--- src/rtl/pipeline_de_hz.sv ---
// Decode/execute pipeline register with valid bit, stall, flush, load-use
// hazard detection with automatic bubble insertion, and a saturating bubble counter.
module pipeline_de_hz #(
  parameter int XLEN  = 32,
  parameter int CTRLW = 3,
  parameter int REGW  = 5,
  parameter int CNTW  = 16
) (
  input  logic             clk,
  input  logic             reset,
  input  logic             EnE,
  input  logic             FlushE,
  input  logic             ValidD,
  input  logic [CTRLW-1:0] CtrlD,
  input  logic             IsLoadD,
  input  logic [XLEN-1:0]  RD1D,
  input  logic [XLEN-1:0]  RD2D,
  input  logic [XLEN-1:0]  PCD,
  input  logic [XLEN-1:0]  PCPlus4D,
  input  logic [XLEN-1:0]  ImmExtD,
  input  logic [REGW-1:0]  Rs1D,
  input  logic [REGW-1:0]  Rs2D,
  input  logic [REGW-1:0]  RdD,
  output logic             ValidE,
  output logic [CTRLW-1:0] CtrlE,
  output logic             IsLoadE,
  output logic [XLEN-1:0]  RD1E,
  output logic [XLEN-1:0]  RD2E,
  output logic [XLEN-1:0]  PCE,
  output logic [XLEN-1:0]  PCPlus4E,
  output logic [XLEN-1:0]  ImmExtE,
  output logic [REGW-1:0]  Rs1E,
  output logic [REGW-1:0]  Rs2E,
  output logic [REGW-1:0]  RdE,
  output logic             LoadUseD,
  output logic [CNTW-1:0]  BubbleCnt
);

  logic             r_valid;
  logic [CTRLW-1:0] r_ctrl;
  logic             r_is_load;
  logic [XLEN-1:0]  r_rd1;
  logic [XLEN-1:0]  r_rd2;
  logic [XLEN-1:0]  r_pc;
  logic [XLEN-1:0]  r_pc_plus4;
  logic [XLEN-1:0]  r_imm;
  logic [REGW-1:0]  r_rs1;
  logic [REGW-1:0]  r_rs2;
  logic [REGW-1:0]  r_rd;
  logic [CNTW-1:0]  r_bubble_cnt;

  logic w_load_use;
  logic w_bubble;
  logic w_cnt_sat;

  // x0 is never a real producer, so RdE == 0 cannot create a dependency
  assign w_load_use = r_valid & r_is_load & (r_rd != '0) & ValidD &
                      ((Rs1D == r_rd) | (Rs2D == r_rd));
  // A stalled stage holds the load in E; it must not be replaced by a bubble
  assign w_bubble   = FlushE | (EnE & w_load_use);
  assign w_cnt_sat  = &r_bubble_cnt;

  always_ff @(posedge clk) begin
    if (reset || w_bubble) begin
      r_valid    <= 1'b0;
      r_ctrl     <= '0;
      r_is_load  <= 1'b0;
      r_rd1      <= '0;
      r_rd2      <= '0;
      r_pc       <= '0;
      r_pc_plus4 <= '0;
      r_imm      <= '0;
      r_rs1      <= '0;
      r_rs2      <= '0;
      r_rd       <= '0;
    end else if (EnE) begin
      r_valid    <= ValidD;
      r_ctrl     <= CtrlD;
      r_is_load  <= IsLoadD;
      r_rd1      <= RD1D;
      r_rd2      <= RD2D;
      r_pc       <= PCD;
      r_pc_plus4 <= PCPlus4D;
      r_imm      <= ImmExtD;
      r_rs1      <= Rs1D;
      r_rs2      <= Rs2D;
      r_rd       <= RdD;
    end
  end

  always_ff @(posedge clk) begin
    if (reset) begin
      r_bubble_cnt <= '0;
    end else if (w_bubble && !w_cnt_sat) begin
      r_bubble_cnt <= r_bubble_cnt + 1'b1;
    end
  end

  assign ValidE    = r_valid;
  assign CtrlE     = r_ctrl;
  assign IsLoadE   = r_is_load;
  assign RD1E      = r_rd1;
  assign RD2E      = r_rd2;
  assign PCE       = r_pc;
  assign PCPlus4E  = r_pc_plus4;
  assign ImmExtE   = r_imm;
  assign Rs1E      = r_rs1;
  assign Rs2E      = r_rs2;
  assign RdE       = r_rd;
  assign LoadUseD  = w_load_use;
  assign BubbleCnt = r_bubble_cnt;

endmodule

--- config.mk ---
export PLATFORM = sky130hd
export DESIGN_NAME = pipeline_de_hz
export DESIGN_NICKNAME = d
export VERILOG_FILES = /design/src/rtl/pipeline_de_hz.sv
export SDC_FILE = /design/constraint.sdc
export NUM_CORES = 1
export LEC_CHECK = 0
export ABC_AREA = 1
export CELL_PAD_IN_SITES_DETAIL_PLACEMENT = 2
export CELL_PAD_IN_SITES_GLOBAL_PLACEMENT = 2
export CORE_ASPECT_RATIO = 0.9
export CORE_MARGIN = 8
export CORE_UTILIZATION = 24
export CTS_CLUSTER_DIAMETER = 200
export DETAILED_ROUTE_END_ITERATION = 8
export PLACE_DENSITY = 0.83
export SLEW_MARGIN = 20
export SYNTH_ARGS = -nofsm -noshare
export SYNTH_HDL_FRONTEND = slang
export SYNTH_SLANG_ARGS = --single-unit
--- constraint.sdc ---
create_clock -name clk -period 4.3 [get_ports clk]
set_clock_uncertainty 0.2 [all_clocks]
set_input_delay 0.86 -clock clk [delete_from_list [all_inputs] [get_ports clk]]
set_output_delay 0.86 -clock clk [all_outputs]
set_load 0.01 [all_outputs]
==> impl_metrics.csv, run 1 <==
group,metric,value,unit
outcome,outcome,"finished, final reports clean",
clock_tree,post_cts_buffers,0,
die,pin_count,381,
logic_synthesis,yosys_warnings,0,
route,dr.first_iter.drc_count,162,
clock_tree,htree_levels,4,
sta,max_freq,271.7,MHz
logic_synthesis,syn_inst,795,
clock_tree,ctsHoldBuffers,0,
critical_path,cp_max_fo,2,
global_routing,grt_max_degree,114,
critical_path,critPathLaunchType,"input port",
die,core-area,30760,µm²
job,drv_cap,0,
logic_synthesis,yosysMostFrequentCell,"nor2_1",
clock_tree,cts.sinks,196,
power_and_ir_drop,p_total,0.004093,W
power_and_ir_drop,p_per_area,334.8,nW/µm²
sta,drv_slew,0,
global_routing,grt_pass1_vias,7878,
logic_synthesis,synth_top_area_share,52.56,%
sta,fin_ws,0.6191,ns
logic_synthesis,synthDistinctLibCells,26,
worst_hold_path,hold_class,"flip-flop to flip-flop",
clock_tree,ctsResizeCount,0,
route,detail_route.first_pass.iterations,4,
logic_synthesis,synth_common_cells,"nor2_1, dfxtp_1, mux2i_1",
critical_path,crit_chain,"clkdlybuf4s50_1 -> inv_1 -> nand2_1 -> nand2_1 -> nor2_1 -> nand3_1 -> a21oi_1 -> clkdlybuf4s50_1",
placed_design,gp_congestion,0.7469,
sta,setup_violations,0,
power_and_ir_drop,ir_worst_vdd,265.8,µV
sta,finalCriticalPeriod,3.681,ns
logic_synthesis,ys.flop_type,"dfxtp_1",
placed_design,pre_cts_ws,0.6082,ns
global_routing,grt-ovfl-total,0,
clock_tree,clockRootBuffer,"clkbuf_16",
route,ant_nets,0,
global_routing,grt.total_usage,16.40,%
route,num_vias,6892,
finish,area_delta_synth_final,63.78,%
route,wl_per_cell,19.58,µm
clock_tree,clock_path_buffers,2,
placed_design,dp_hpwl,23.94,mm
global_routing,antenna_found_initial,4,
clock_tree,cts_buffers,17,
logic_synthesis,yosysSeqAreaShare,52.56,%
clock_tree,cts_tree,"yes",
power_and_ir_drop,leakagePower,5.033,nW
logic_synthesis,synth_nets,980,
logic_synthesis,syn_area_per_cell,9.390,µm²
logic_synthesis,synth-seq-cells,196,
critical_path,end_kind,"output port",
sta,rsz0062_at_grt,"no",
logic_synthesis,yosys.area.top_type,"dfxtp_1",
placed_design,dpl.cell_count,1547,
finish,fin_cells,1580,
critical_path,critPathKind,"input port to output port",
sta,post-route-period-util,85.60,%
route,routed_wl,30.93,mm
route,via_per_inst,4.362,
route,drc_errors,0,
finish,layout-drive-gt1-share,4.619,%
die,die_area,37010,µm²
finish,fill_cells,3325,
logic_synthesis,syn_area,7465,µm²
sta,final-hold-violation-count,0,
critical_path,critPathRequiredTime,3.24,ns
critical_path,cpPeakStageDelay,0.65,ns
logic_synthesis,synthArstFlopShare,0,%
sta,fin_setup_tns,0,ns
die,die_y,183.3,µm
sta,worstMarginPinSlew,0.9132,ns
die,start_util,24.27,%
die,fp.dieW,201.9,µm
critical_path,arrival,2.62,ns
critical_path,crit_path_top_delay_cell,"clkdlybuf4s50_1",
clock_tree,clock_latency,0.44,ns
finish,fin_nets,1342,
die,rows,61,
global_routing,grt_pass1_wl,46.89,mm
logic_synthesis,synth_edf_count,0,
logic_synthesis,ys_top_cells_by_area,"dfxtp_1, mux2i_1, nor2_1",
sta,relSlewSlack,39.12,%
placed_design,io_buffers,380,
clock_tree,clk_pin_slew,0.07,ns
per-stage QoR:
stage          util [%]  hold slack [ns]  area [µm²]
5_1_grt           39.75           0.3375       12230
6_report          39.75           0.3081       12230
3_5_place_dp      37.86           0.3001       11640
3_3_place_gp      37.86           0.2844       11640
2_1_floorplan         -           0.3332        7465
4_1_cts           39.73           0.3176       12220
cells by family (layout without fill, tap and decap cells):
logic type                 count (synthesis)  in the layout  synth area share, %
other                                      0              2                    0
AOI/OAI and AO/OA                         26             26                1.743
and+or+nand+nor                          320            320                17.37
xor gates and xnor gates                   6              6               0.7040
buffers and inverters                     78            452                4.928
muxes                                    168            168                22.53
adders and majority gates                  1              1               0.1676
DFF                                      196            196                52.56
power breakdown:
| group | internal, W | switching (W) | leakage [nW] |
|---|---|---|---|
| Combinational | 0.000345 | 0.000240 | 3.16 |
| Sequential | 0.00187 | 0.0000383 | 1.60 |
| Clock | 0.000838 | 0.000758 | 0.273 |
| Total | 0.00306 | 0.00104 | 5.03 |
cells in the final DEF, fill, tap and decap left out, types with 4 or more instances in the layout:
cell type,n
clkinv_4,4
nand3_1,16
dfxtp_1,196
nand4_1,4
nand2_1,60
nand2_2,5
a21oi_1,19
nand3b_1,4
clkbuf_16,17
clkdlybuf4s50_1,379
mux2i_1,168
inv_1,27
inv_6,4
inv_2,4
o21ai_0,7
xnor2_1,4
nor2_1,225
buf_4,4
cell type report:
type	count	area [µm²]	area share, %
Clock inverter	12	122.6	1.003
Antenna cell	2	5.005	0.04094
Tap cell	409	511.7	4.186
Sequential cell	196	3924	32.09
Timing Repair Buffer	387	3899	31.89
Clock buffer	19	452.9	3.705
Inverter	34	130.1	1.064
Multi-Input combinational cell	521	3181	26.02
routing by layer:
metal  part of all wire [%]  vias to the layer above  track usage [%]
li1                       -                     3300                -
met1                     37                     3301            16.28
met2                     50                      258            28.57
met3                     12                       29            9.824
met4                    1.6                        4            4.876
met5                  0.078                        -                0
state kept, by name (all words and copies together), names as in the netlist:
signal,flops
ImmExtE,32
IsLoadE,1
PCE,32
CtrlE,3
RdE,5
PCPlus4E,32
BubbleCnt,16
Rs2E,5
RD2E,32
Rs1E,5
ValidE,1
RD1E,32
critical path, delay by kind of cell:
| kind | cells | cell delay (ns) |
|---|---|---|
| compound gates | 1 | 0.19 |
| buf+inv | 3 | 1.19 |
| simple gates | 4 | 0.37 |
final timing paths:
kind,startpoint,end,slack (ns),cells after the start
worst max-delay path,Rs2D[1],LoadUseD,0.62,8
worst min-delay path,PCPlus4E[10]$_SDFFE_PP0P_,PCPlus4E[10]$_SDFFE_PP0P_,0.31,2
worst max register to register,RdE[0]$_SDFFE_PP0P_,PCPlus4E[2]$_SDFFE_PP0P_,1.91,10
worst min register to register,PCPlus4E[10]$_SDFFE_PP0P_,PCPlus4E[10]$_SDFFE_PP0P_,0.31,2
No activity file was read; power rests on OpenSTA's default activity.
==> run 2: changes to the inputs <==
--- a/config.mk
+++ b/config.mk
@@ -6,6 +6,7 @@
 export NUM_CORES = 1
 export LEC_CHECK = 0
 export ABC_AREA = 1
+export CAP_MARGIN = 20
 export CELL_PAD_IN_SITES_DETAIL_PLACEMENT = 2
 export CELL_PAD_IN_SITES_GLOBAL_PLACEMENT = 2
 export CORE_ASPECT_RATIO = 0.9
@@ -14,6 +15,7 @@
 export CTS_CLUSTER_DIAMETER = 200
 export DETAILED_ROUTE_END_ITERATION = 8
 export PLACE_DENSITY = 0.83
+export REMOVE_ABC_BUFFERS = 1
 export SLEW_MARGIN = 20
 export SYNTH_ARGS = -nofsm -noshare
 export SYNTH_HDL_FRONTEND = slang
==> impl_metrics.csv, run 2 (same netlist as run 1, synthesis figures left out) <==
group,metric,value,unit
critical_path,cpPeakStageDelay,0.57,ns
clock_tree,clock_path_buffers,2,
placed_design,place_area,11630,µm²
die,start_util,24.27,%
critical_path,end_kind,"output port",
sta,setup_violations,0,
sta,worstMarginPinSlew,0.9483,ns
sta,fin_setup_tns,0,ns
global_routing,grt-ovfl-total,0,
critical_path,r2r_end,"BubbleCnt[10]$_SDFFE_PP0P_",
critical_path,startpoint,"Rs2D[4]",
job,drv_cap,0,
die,core-area,30760,µm²
sta,fin_ws,0.6444,ns
placed_design,pre_cts_ws,0.5957,ns
worst_hold_path,hold_start,"PCE[7]$_SDFFE_PP0P_",
sta,final-hold-violation-count,0,
critical_path,critPathRequiredTime,3.24,ns
sta,max_freq,273.5,MHz
critical_path,arrival,2.60,ns
placed_design,dpl.cell_count,1545,
route,via_per_inst,4.314,
clock_tree,clock_latency,0.43,ns
die,rows,61,
route,num_vias,6807,
finish,layout-drive-gt1-share,4.452,%
sta,drv_slew,0,
die,pin_count,381,
outcome,outcome,"finished, final reports clean",
placed_design,gp_congestion,0.7096,
power_and_ir_drop,p_per_area,340.8,nW/µm²
route,dr.first_iter.drc_count,147,
global_routing,grt.total_usage,15.90,%
die,fp.dieW,201.9,µm
placed_design,dp_hpwl,23.16,mm
clock_tree,clockRootBuffer,"clkbuf_16",
global_routing,grt_pass1_vias,7672,
clock_tree,cts_buffers,17,
placed_design,io_buffers,380,
finish,fin_cells,1578,
route,wl_per_cell,19.18,µm
finish,area_delta_synth_final,64.01,%
clock_tree,clk_pin_slew,0.08,ns
finish,final_cell_mix,"clkdlybuf4s50_1, nor2_1, dfxtp_1",
finish,fin_nets,1340,
route,ant_nets,0,
finish,final_area,12240,µm²
critical_path,regToRegStartpoint,"RdE[2]$_SDFFE_PP0P_",
die,die_area,37010,µm²
critical_path,critPathLaunchType,"input port",
critical_path,critPathKind,"input port to output port",
power_and_ir_drop,ir_worst_vdd,250.2,µV
sta,relSlewSlack,36.78,%
clock_tree,ctsHoldBuffers,0,
sta,post-route-period-util,85.02,%
critical_path,crit_path_top_delay_cell,"clkdlybuf4s50_1",
critical_path,r2r_cells,12,
clock_tree,ctsResizeCount,0,
die,die_y,183.3,µm
clock_tree,htree_levels,4,
worst_hold_path,hold_path_end,"PCE[7]$_SDFFE_PP0P_",
finish,final_common_cell,"clkdlybuf4s50_1",
sta,hold_slack,0.3144,ns
power_and_ir_drop,leakagePower,5.048,nW
critical_path,cp_max_fo,2,
sta,rsz0062_at_grt,"no",
route,drc_errors,0,
global_routing,antenna_found_initial,2,
worst_hold_path,holdPathStages,2,
clock_tree,post_cts_buffers,0,
global_routing,grt_max_degree,122,
clock_tree,cts_tree,"yes",
worst_hold_path,hold_class,"flip-flop to flip-flop",
critical_path,reg2reg_slack,1.84,ns
critical_path,crit_chain,"clkdlybuf4s50_1 -> inv_1 -> nand2_1 -> nand2_1 -> nor2_1 -> nand3_1 -> a21oi_1 -> clkdlybuf4s50_1",
route,detail_route.first_pass.iterations,4,
global_routing,grt_pass1_wl,45.62,mm
route,routed_wl,30.27,mm
clock_tree,cts.sinks,196,
sta,finalCriticalPeriod,3.656,ns
[run 2: cell types whose count changed in the layout (fill, tap and decap cells not counted), moves of 2 or more]
cell,before,now
inv_8,0,3
clkbuf_8,2,0
clkinvlp_4,3,0
buf_4,4,2
clkinv_8,0,4
clkinv_4,4,1
[run 2: routing by layer]
metal | share of wire, % | GRT usage, %
met5 | 0.033 | 0
met4 | 1.4 | 4.175
met3 | 11 | 8.836
met2 | 51 | 28.61
met1 | 37 | 15.67
[run 2: worst max path at each step]
stage	end	slack, ns	cells after the start
2_1_floorplan	CtrlE[0]$_SDFFE_PP0P_	0.60	9
6_report	LoadUseD	0.64	8
3_5_place_dp	LoadUseD	0.60	8
5_1_grt	LoadUseD	0.49	8
3_3_place_gp	LoadUseD	0.60	8
4_1_cts	LoadUseD	0.59	8
[run 2: report_power, final]
part | switching, W | internal, W
combinational | 0.000238 | 0.000344
clock | 0.000836 | 0.000844
sequential | 0.0000377 | 0.00187
[run 2: worst max-delay path: cells and delay by family]
family / cells / cell delay (ns)
AO/OA/AOI/OAI: 1 / 0.19
AND/OR/NAND/NOR: 4 / 0.43
buffers and inverters: 3 / 1.11
[run 2: through the flow]
stage / util [%] / total power (W)
2_1_floorplan: - / 0.002143
3_3_place_gp: 37.81 / 0.002521
3_5_place_dp: 37.81 / 0.002543
4_1_cts: 39.80 / 0.004272
5_1_grt: 39.80 / 0.004371
6_report: 39.80 / 0.004173
[run 2: layout make-up]
type / instances / area (µm²)
repair buffers: 385 / 3884
multi-input cells: 521 / 3181
clock inverters: 14 / 181.4
fillers: 3316 / 18520
clock buffers: 18 / 429.2
inverters: 34 / 130.1
well taps: 409 / 511.7
diodes: 1 / 2.502
flip-flops and latches: 196 / 3924
==> run 3: changes to the inputs <==
--- a/config.mk
+++ b/config.mk
@@ -14,6 +14,7 @@
 export CORE_UTILIZATION = 24
 export CTS_CLUSTER_DIAMETER = 200
 export DETAILED_ROUTE_END_ITERATION = 8
+export MAX_ROUTING_LAYER = met4
 export PLACE_DENSITY = 0.83
 export REMOVE_ABC_BUFFERS = 1
 export SLEW_MARGIN = 20
==> impl_metrics.csv, run 3 (same netlist as run 1, synthesis figures left out) <==
group,metric,value,unit
critical_path,critPathKind,"input port to output port",
placed_design,pre_cts_ws,0.5957,ns
outcome,outcome,"finished, final reports clean",
clock_tree,clockRootBuffer,"clkbuf_16",
sta,post-route-period-util,84.76,%
worst_hold_path,hold_class,"flip-flop to flip-flop",
die,die_y,183.3,µm
route,wl_met2,15.35,mm
route,detail_route.first_pass.iterations,4,
die,pin_count,381,
route,wl_met1,11.19,mm
clock_tree,ctsHoldBuffers,0,
sta,setup_violations,0,
sta,fin_ws,0.6552,ns
critical_path,end_kind,"output port",
clock_tree,clk_pin_slew,0.07,ns
sta,relSlewSlack,35.14,%
power_and_ir_drop,p_per_area,340.5,nW/µm²
die,die_area,37010,µm²
critical_path,cp_max_fo,2,
route,wl_per_cell,19.19,µm
sta,final-hold-violation-count,0,
power_and_ir_drop,p_seq_share,45.8,%
global_routing,grt_pass1_wl,45.48,mm
global_routing,grt_pass1_vias,7707,
finish,final_common_cell,"clkdlybuf4s50_1",
finish,fill_cells,3311,
sta,max_freq,274.4,MHz
critical_path,critPathLaunchType,"input port",
sta,worstMarginPinSlew,0.9728,ns
job,drv_cap,0,
clock_tree,cts_buffers,17,
power_and_ir_drop,power_frac_comb,13.9,%
power_and_ir_drop,clkPwrFrac,40.2,%
route,routed_wl,30.30,mm
die,start_util,24.27,%
route,dr.first_iter.drc_count,190,
sta,drv_slew,0,
route,routed.top_layer,"met4",
critical_path,critPathRequiredTime,3.24,ns
power_and_ir_drop,power.share.switching,26.56,%
power_and_ir_drop,ir_worst_vdd,248.6,µV
route,num_vias,6805,
global_routing,grt.total_usage,16.38,%
placed_design,dp_hpwl,23.16,mm
die,fp.dieW,201.9,µm
finish,final_cell_mix,"clkdlybuf4s50_1, nor2_1, dfxtp_1",
route,ant_nets,0,
sta,finalCriticalPeriod,3.645,ns
clock_tree,clock_latency,0.43,ns
clock_tree,clock_path_buffers,2,
placed_design,io_buffers,380,
power_and_ir_drop,p_int,0.003062,W
global_routing,grt_max_degree,122,
sta,rsz0062_at_grt,"no",
route,via_per_inst,4.310,
clock_tree,post_cts_buffers,0,
global_routing,antenna_found_initial,2,
clock_tree,htree_levels,4,
finish,layout-drive-gt1-share,4.452,%
clock_tree,cts.sinks,196,
global_routing,grt-ovfl-total,0,
finish,fin_nets,1340,
route,drc_errors,0,
clock_tree,cts_tree,"yes",
clock_tree,ctsResizeCount,0,
power_and_ir_drop,leakagePower,5.048,nW
sta,fin_setup_tns,0,ns
finish,area_delta_synth_final,64.05,%
die,core-area,30760,µm²
power_and_ir_drop,net-switching-power,0.001108,W
critical_path,arrival,2.58,ns
route,wl_met3,3.347,mm
die,rows,61,
placed_design,gp_congestion,0.7177,
## run 3: area by class of cell
class / count / area, µm² / area share [%]
clock inverters: 14 / 181.4 / 1.482
diodes: 2 / 5.005 / 0.04087
flip-flops and latches: 196 / 3924 / 32.04
inverters: 34 / 130.1 / 1.063
multi-input cells: 521 / 3181 / 25.97
repair buffers: 385 / 3884 / 31.72
well taps: 409 / 511.7 / 4.179
clock buffers: 18 / 429.2 / 3.505
## run 3: path summary, 6_finish.rpt
kind,start,endpoint,slack (ns),cells past startpoint
worst min-delay path,Rs2E[0]$_SDFFE_PP0P_,Rs2E[0]$_SDFFE_PP0P_,0.32,2
worst max register to register,RdE[2]$_SDFFE_PP0P_,BubbleCnt[6]$_SDFFE_PP0P_,1.85,11
worst min register to register,Rs2E[0]$_SDFFE_PP0P_,Rs2E[0]$_SDFFE_PP0P_,0.32,2
worst max-delay path,Rs2D[4],LoadUseD,0.66,8
## run 3: metal layers
layer / global-route usage (%) / up-vias
li1: - / 3291
met2: 28.58 / 226
met3: 8.695 / 28
met1: 15.80 / 3260
met4: 4.175 / 0
met5: - / -
## run 3: worst max-delay path, cell delays in order
cell and delay [ns]:
clkdlybuf4s50_1 0.48, inv_1 0.06, nand2_1 0.05, nand2_1 0.05, nor2_1 0.19, nand3_1 0.13, a21oi_1 0.18, clkdlybuf4s50_1 0.57
## run 3: per-stage QoR
step	hold WS, ns	cells	power [W]	cell area [µm²]	utilization, %
after detailed placement	0.3002	1545	0.002543	11630	37.81
after global placement	0.2852	1545	0.002521	11630	37.81
after global routing	0.3415	1579	0.004370	12250	39.81
after floorplan	0.3359	751	0.002143	7227	-
after CTS	0.3196	1577	0.004272	12240	39.80
final	0.3154	1579	0.004169	12250	39.81
## run 3: power groups by stage
| stage | Sequential (W) | Combinational [W] | Clock (W) |
|---|---|---|---|
| after floorplan | 0.00198 | 0.000167 | 0 |
| final | 0.00191 | 0.000581 | 0.00168 |
| after global placement | 0.00195 | 0.000572 | 0 |
| after global routing | 0.00192 | 0.000629 | 0.00182 |
| after detailed placement | 0.00195 | 0.000589 | 0 |
| after CTS | 0.00191 | 0.000593 | 0.00177 |
